$ cat src/rtl/accl_pair_scheduler.sv
// accl_pair_scheduler: walks ordered (i,j) body pairs for one n-body accel pass.
// Ports: clk/rst, start/abort/num_bodies in; busy/done, rd_i/rd_j/issue_valid,
// accl_in_valid, res_valid/res_i/res_first/res_last, vel_wr_en/vel_wr_addr out.
module accl_pair_scheduler #(
  parameter int BODIES          = 512,
  parameter int BODY_ADDR_WIDTH = $clog2(BODIES),
  parameter int RAM_LATENCY     = 1,
  parameter int ACCL_LATENCY    = 58
) (
  input  logic                       clk,
  input  logic                       rst,
  input  logic                       start,
  input  logic                       abort,
  input  logic [BODY_ADDR_WIDTH:0]   num_bodies,
  output logic                       busy,
  output logic                       done,
  output logic [BODY_ADDR_WIDTH-1:0] rd_i,
  output logic [BODY_ADDR_WIDTH-1:0] rd_j,
  output logic                       issue_valid,
  output logic                       accl_in_valid,
  output logic                       res_valid,
  output logic [BODY_ADDR_WIDTH-1:0] res_i,
  output logic                       res_first,
  output logic                       res_last,
  output logic                       vel_wr_en,
  output logic [BODY_ADDR_WIDTH-1:0] vel_wr_addr
);

  localparam int AW = BODY_ADDR_WIDTH;
  localparam int NW = AW + 1;
  localparam int L  = RAM_LATENCY + ACCL_LATENCY;
  localparam int CW = $clog2(L + 1) + 1;
  localparam logic [NW-1:0] BMAX = NW'(BODIES);

  localparam logic [1:0] S_IDLE  = 2'd0;
  localparam logic [1:0] S_ISSUE = 2'd1;
  localparam logic [1:0] S_DRAIN = 2'd2;
  localparam logic [1:0] S_DONE  = 2'd3;

  if (L < 1) begin : g_bad_lat
    $error("RAM_LATENCY + ACCL_LATENCY must be at least 1");
  end

  logic [1:0]    state;
  logic [NW-1:0] nl;
  logic [AW-1:0] ci;
  logic [AW-1:0] cj;
  logic [CW-1:0] cnt;
  logic [CW-1:0] cnt_n;

  logic [L-1:0]  dv;
  logic [L-1:0]  df;
  logic [L-1:0]  dl;
  logic [AW-1:0] di [L];

  logic [NW-1:0] nl_in;
  logic [NW-1:0] i_w;
  logic [NW-1:0] j_w;
  logic [NW-1:0] j1;
  logic [NW-1:0] jn;
  logic [AW-1:0] i_n;
  logic          wrap;
  logic          last_pair;
  logic          first_t;
  logic          last_t;

  assign nl_in = (num_bodies > BMAX) ? BMAX : num_bodies;

  assign i_w = {1'b0, ci};
  assign j_w = {1'b0, cj};
  assign j1  = j_w + NW'(1);
  // j never equals i: step over the diagonal
  assign jn  = (j1 == i_w) ? j_w + NW'(2) : j1;
  assign wrap = (jn >= nl);
  assign i_n  = ci + 1'b1;

  assign last_pair = (i_w == nl - NW'(1)) &&
                     (j_w == nl - NW'(2));
  assign first_t = (j_w == '0) ||
                   ((i_w == '0) && (j_w == NW'(1)));
  assign last_t  = (j_w == nl - NW'(1)) || last_pair;

  assign busy        = (state != S_IDLE);
  assign done        = (state == S_DONE);
  assign issue_valid = (state == S_ISSUE);
  assign rd_i        = issue_valid ? ci : '0;
  assign rd_j        = issue_valid ? cj : '0;

  always_comb begin
    cnt_n = cnt;
    case ({issue_valid, res_valid})
      2'b10:   cnt_n = cnt + 1'b1;
      2'b01:   cnt_n = cnt - 1'b1;
      default: cnt_n = cnt;
    endcase
  end

  always_ff @(posedge clk or posedge rst) begin
    if (rst) begin
      state <= S_IDLE;
      nl    <= '0;
      ci    <= '0;
      cj    <= '0;
      cnt   <= '0;
    end else if (abort) begin
      state <= S_IDLE;
      nl    <= '0;
      ci    <= '0;
      cj    <= '0;
      cnt   <= '0;
    end else begin
      cnt <= cnt_n;
      case (state)
        S_IDLE: begin
          if (start) begin
            nl    <= nl_in;
            ci    <= '0;
            cj    <= AW'(1);
            state <= (nl_in < NW'(2)) ? S_DONE : S_ISSUE;
          end
        end
        S_ISSUE: begin
          if (last_pair) begin
            ci    <= '0;
            cj    <= '0;
            state <= S_DRAIN;
          end else if (wrap) begin
            ci <= i_n;
            cj <= (i_n == '0) ? AW'(1) : '0;
          end else begin
            cj <= jn[AW-1:0];
          end
        end
        // leave as the final result retires, so done
        // lands the cycle after it
        S_DRAIN: begin
          if (cnt_n == '0) state <= S_DONE;
        end
        S_DONE:  state <= S_IDLE;
        default: state <= S_IDLE;
      endcase
    end
  end

  // tag delay line; payload is zeroed when not valid
  always_ff @(posedge clk or posedge rst) begin
    if (rst) begin
      dv <= '0;
      df <= '0;
      dl <= '0;
      for (int k = 0; k < L; k++) di[k] <= '0;
    end else if (abort) begin
      dv <= '0;
      df <= '0;
      dl <= '0;
      for (int k = 0; k < L; k++) di[k] <= '0;
    end else begin
      dv[0] <= issue_valid;
      df[0] <= issue_valid & first_t;
      dl[0] <= issue_valid & last_t;
      di[0] <= rd_i;
      for (int k = 1; k < L; k++) begin
        dv[k] <= dv[k-1];
        df[k] <= df[k-1];
        dl[k] <= dl[k-1];
        di[k] <= di[k-1];
      end
    end
  end

  if (RAM_LATENCY == 0) begin : g_acc0
    assign accl_in_valid = issue_valid;
  end else begin : g_acc
    assign accl_in_valid = dv[RAM_LATENCY-1];
  end

  assign res_valid   = dv[L-1];
  assign res_first   = df[L-1];
  assign res_last    = dl[L-1];
  assign res_i       = di[L-1];
  assign vel_wr_en   = res_valid & res_last;
  assign vel_wr_addr = res_i;

endmodule
$ cat config.mk
export PLATFORM = sky130hd
export DESIGN_NAME = accl_pair_scheduler
export DESIGN_NICKNAME = d
export VERILOG_FILES = /design/src/rtl/accl_pair_scheduler.sv
export SDC_FILE = /design/constraint.sdc
export NUM_CORES = 1
export LEC_CHECK = 0
export CAP_MARGIN = 15
export CORE_UTILIZATION = 25
export CTS_CLUSTER_DIAMETER = 120
export CTS_CLUSTER_SIZE = 28
export DETAILED_ROUTE_END_ITERATION = 12
export REMOVE_ABC_BUFFERS = 1
export SLEW_MARGIN = 20
export SYNTH_ARGS = -nofsm -noshare
export SYNTH_HDL_FRONTEND = slang
export SYNTH_SLANG_ARGS = --single-unit
$ cat constraint.sdc
create_clock -name clk -period 70.8 [get_ports clk]
set_input_delay 21.24 -clock clk [delete_from_list [all_inputs] [get_ports clk]]
set_output_delay 21.24 -clock clk [all_outputs]
set_load 0.03 [all_outputs]
==> results.json <==
{
  "outcome": "complete, but fails checks",
  "violations": "design-rule violations",
  "setup_viol_count_final": 0,
  "pin_count": 58,
  "grtUsageMet1_pct": 11.2,
  "totalWireLength_mm": 38.9,
  "via_per_inst": 3.89,
  "finalNetCount": 2053,
  "final_cell_mix": "745 x dfrtp_1, 699 x nor2b_1, 56 x clkdlybuf4s50_1, 53 x nor2_1, 46 x nand2_1",
  "layout_setup_ws_ns": 46.55,
  "port-buffer-count": 57,
  "post-route-period-util_pct": 34.2,
  "worstMarginPinSlew_ns": 1.01,
  "worstPathArrival_ns": 3.01,
  "grt_pass1_vias": 13000,
  "place_inst": 3365,
  "antennaDiodeCount": 0,
  "gp_congestion": 0.781,
  "min_path_type": "reg -> reg",
  "max-vdd-ir-drop_uv": 20.2,
  "yosysWarningCount": 0,
  "crit_top_cell": "inv_1",
  "ctsHoldBuffers": 0,
  "numCtsBuffers": 30,
  "period_needed_ns": 24.25,
  "gr-total-overflow": 0,
  "synth_top_area_share_pct": 69.8,
  "root_buffer": "clkbuf_16",
  "crit_family": "buffers and inverters",
  "clk_path_buf_depth": 3,
  "track_usage_pct": 7.29,
  "grt_util_met2_pct": 10.8,
  "p_leak_nw": 13.9,
  "drt_iter0_markers": 959,
  "ys_types": 77,
  "synthesis.area_um2": 26700,
  "drc": 4,
  "critPathBufInv": 3,
  "grt_pass1_wl_mm": 67.6,
  "grtUsageMet3_pct": 1.19,
  "cpMaxStageDelayCell": "clkdlybuf4s50_1",
  "clock_latency_ns": 0.63,
  "required_ns": 49.56,
  "clock_sinks": 745,
  "grt-busiest-layer": "met1",
  "synth_enable_flop_cells": 0,
  "critPathLaunchType": "flip-flop",
  "max_cap_viol_count": 0,
  "layout_commonest_cell": "dfrtp_1",
  "routedWlPerCell_um": 11.4,
  "detail-route-antenna-nets": 0,
  "grt_setup_unrepaired": "false",
  "clk_transition_reported_paths_ns": 0.12,
  "finClkSkew_ns": 0.0272,
  "dp_hpwl_mm": 21.1,
  "die_w_um": 329,
  "setup-tns-final_ns": 0,
  "post_cts_resized": 0,
  "place_ws_ns": 45.67,
  "avgSynthCellArea_um2": 13.2,
  "synth-seq-cells": 745,
  "num_vias": 13200,
  "cp-end-kind": "primary output",
  "power.density_nw_per_um2": 24.2,
  "first_pass_iters": 11,
  "crit_chain": "inv_1 > ha_1 > inv_1 > nor2_1 > clkdlybuf4s50_1",
  "yosysTopAreaCell": "dfrtp_1",
  "fmax_mhz": 41.2,
  "synthArstFlopShare_pct": 100,
  "fin_cells": 3399,
  "cts_setup_buffers": 0,
  "grt_max_degree": 204,
  "layout-drive-gt1-share_pct": 3.64,
  "critPathMaxStageDelay_ns": 0.70,
  "initial_core_util_pct": 25.3,
  "crit_fanout": 14,
  "final_hold_viol_count": 0,
  "core-area_um2": 106000,
  "grt_antenna_before_repair": 0,
  "row_count": 119,
  "slew_headroom_pct": 32.4,
  "synth_seq_area_share_pct": 69.8,
  "htreeDepth": 1,
  "synthFlopType": "dfrtp_1",
  "netlist_top_cells_area": "dfrtp_1 70%, nor2b_1 16%, clkbuf_1 1.4%",
  "synth_cells": 2031,
  "final_max_slew_viol_count": 0,
  "syn_to_final_growth_pct": 10.3,
  "cts_tree": "yes",
  "critPathKind": "reg -> out",
  "dieArea_um2": 108000,
  "die_h_um": 329
}
## power breakdown
group | internal [mW] | switching (mW) | total (mW)
Clock | 0.0772 | 0.123 | 0.201
Sequential | 0.428 | 0.00553 | 0.434
Combinational | 0.0257 | 0.0528 | 0.0785
## layer usage
metal  wire, µm  up-vias  part of all wire [%]
li1           -     6288                     -
met1      20100     6716                    52
met2      16600      169                    43
met3       1370       55                   3.5
met4        760        0                   2.0
met5          0        -                     0
## cell usage after synthesis, types with 3 or more instances
| master | count |
|---|---|
| o31a_1 | 4 |
| nand4_1 | 12 |
| a22o_1 | 8 |
| o21ai_1 | 4 |
| nor3_1 | 15 |
| nor2b_1 | 699 |
| mux2_2 | 3 |
| nand2_1 | 46 |
| a21o_1 | 3 |
| o31ai_1 | 4 |
| nand3_1 | 25 |
| nor4b_1 | 4 |
| clkbuf_1 | 101 |
| and2_1 | 17 |
| nand4b_1 | 3 |
| xnor2_1 | 30 |
| a31oi_1 | 5 |
| a21oi_1 | 16 |
| dfrtp_1 | 745 |
| nor3b_1 | 4 |
| o2111ai_1 | 5 |
| nor4_1 | 8 |
| nand3b_1 | 5 |
| a22oi_1 | 4 |
| buf_4 | 20 |
| a211oi_1 | 6 |
| o21a_1 | 4 |
| xor2_1 | 17 |
| inv_1 | 30 |
| buf_2 | 9 |
| o211ai_1 | 7 |
| a21boi_0 | 3 |
| nand2b_1 | 8 |
| and3_1 | 3 |
| mux2i_1 | 5 |
| o311ai_1 | 3 |
| or3_1 | 3 |
| ha_1 | 30 |
| o21ai_0 | 13 |
| nor2_1 | 53 |
## registers in the layout (all words and copies together) (netlist names)
register	flops
df	59
dl	59
di	522
cnt	7
nl	10
cj	9
ci	9
state	2
res_i	9
dv	59
## per-stage QoR
| step | util, % | instance area (µm²) | hold WS, ns | power [mW] |
|---|---|---|---|---|
| final | 27.9 | 29500 | 0.440 | 0.713 |
| after global routing | 27.9 | 29500 | 0.457 | 0.747 |
| after CTS | 27.9 | 29400 | 0.432 | 0.725 |
| after detailed placement | 27.1 | 28600 | 0.446 | 0.521 |
| after global placement | 27.1 | 28600 | 0.441 | 0.520 |
| after floorplan | - | 26100 | 0.439 | 0.494 |
## logic make-up after synthesis
group,count (synthesis),synth area share (%)
xor gates and xnor gates,49,1.71
adders and majority gates,31,1.48
AOI/OAI and AO/OA,112,3.19
muxes,9,0.370
buffers and inverters,163,2.61
and+or+nand+nor,922,20.9
DFF,745,69.8
## final timing paths
kind	from	endpoint	slack (ns)	depth (start not counted)
max in group asynchronous	rst	di[510]	46.59	5
worst min-delay path	di[330]	di[321]	0.44	1
worst max register to register	cj[0]	cj[0]	65.62	14
worst max-delay path	state[1]	rd_i[0]	46.55	5
min in group asynchronous	rst	res_i[3]	21.13	2
worst min register to register	di[330]	di[321]	0.44	1
## worst register-to-register path, delay by kind of cell (launching register included)
kind	cells	cell delay (ns)
AOI/OAI and AO/OA	5	1.43
xor gates and xnor gates	1	0.16
adders and majority gates	2	0.52
DFF	1	0.70
muxes	1	0.43
and+or+nand+nor	5	1.88
## layout make-up
cell class | count | area, µm²
Fill cell | 10700 | 76100
Sequential cell | 745 | 18600
Multi-Input combinational cell | 1123 | 7380
Tap cell | 1391 | 1740
Timing Repair Buffer | 77 | 782
Clock buffer | 30 | 751
Inverter | 31 | 124
Clock inverter | 2 | 46.3
No activity file was read; power rests on OpenSTA's default activity.
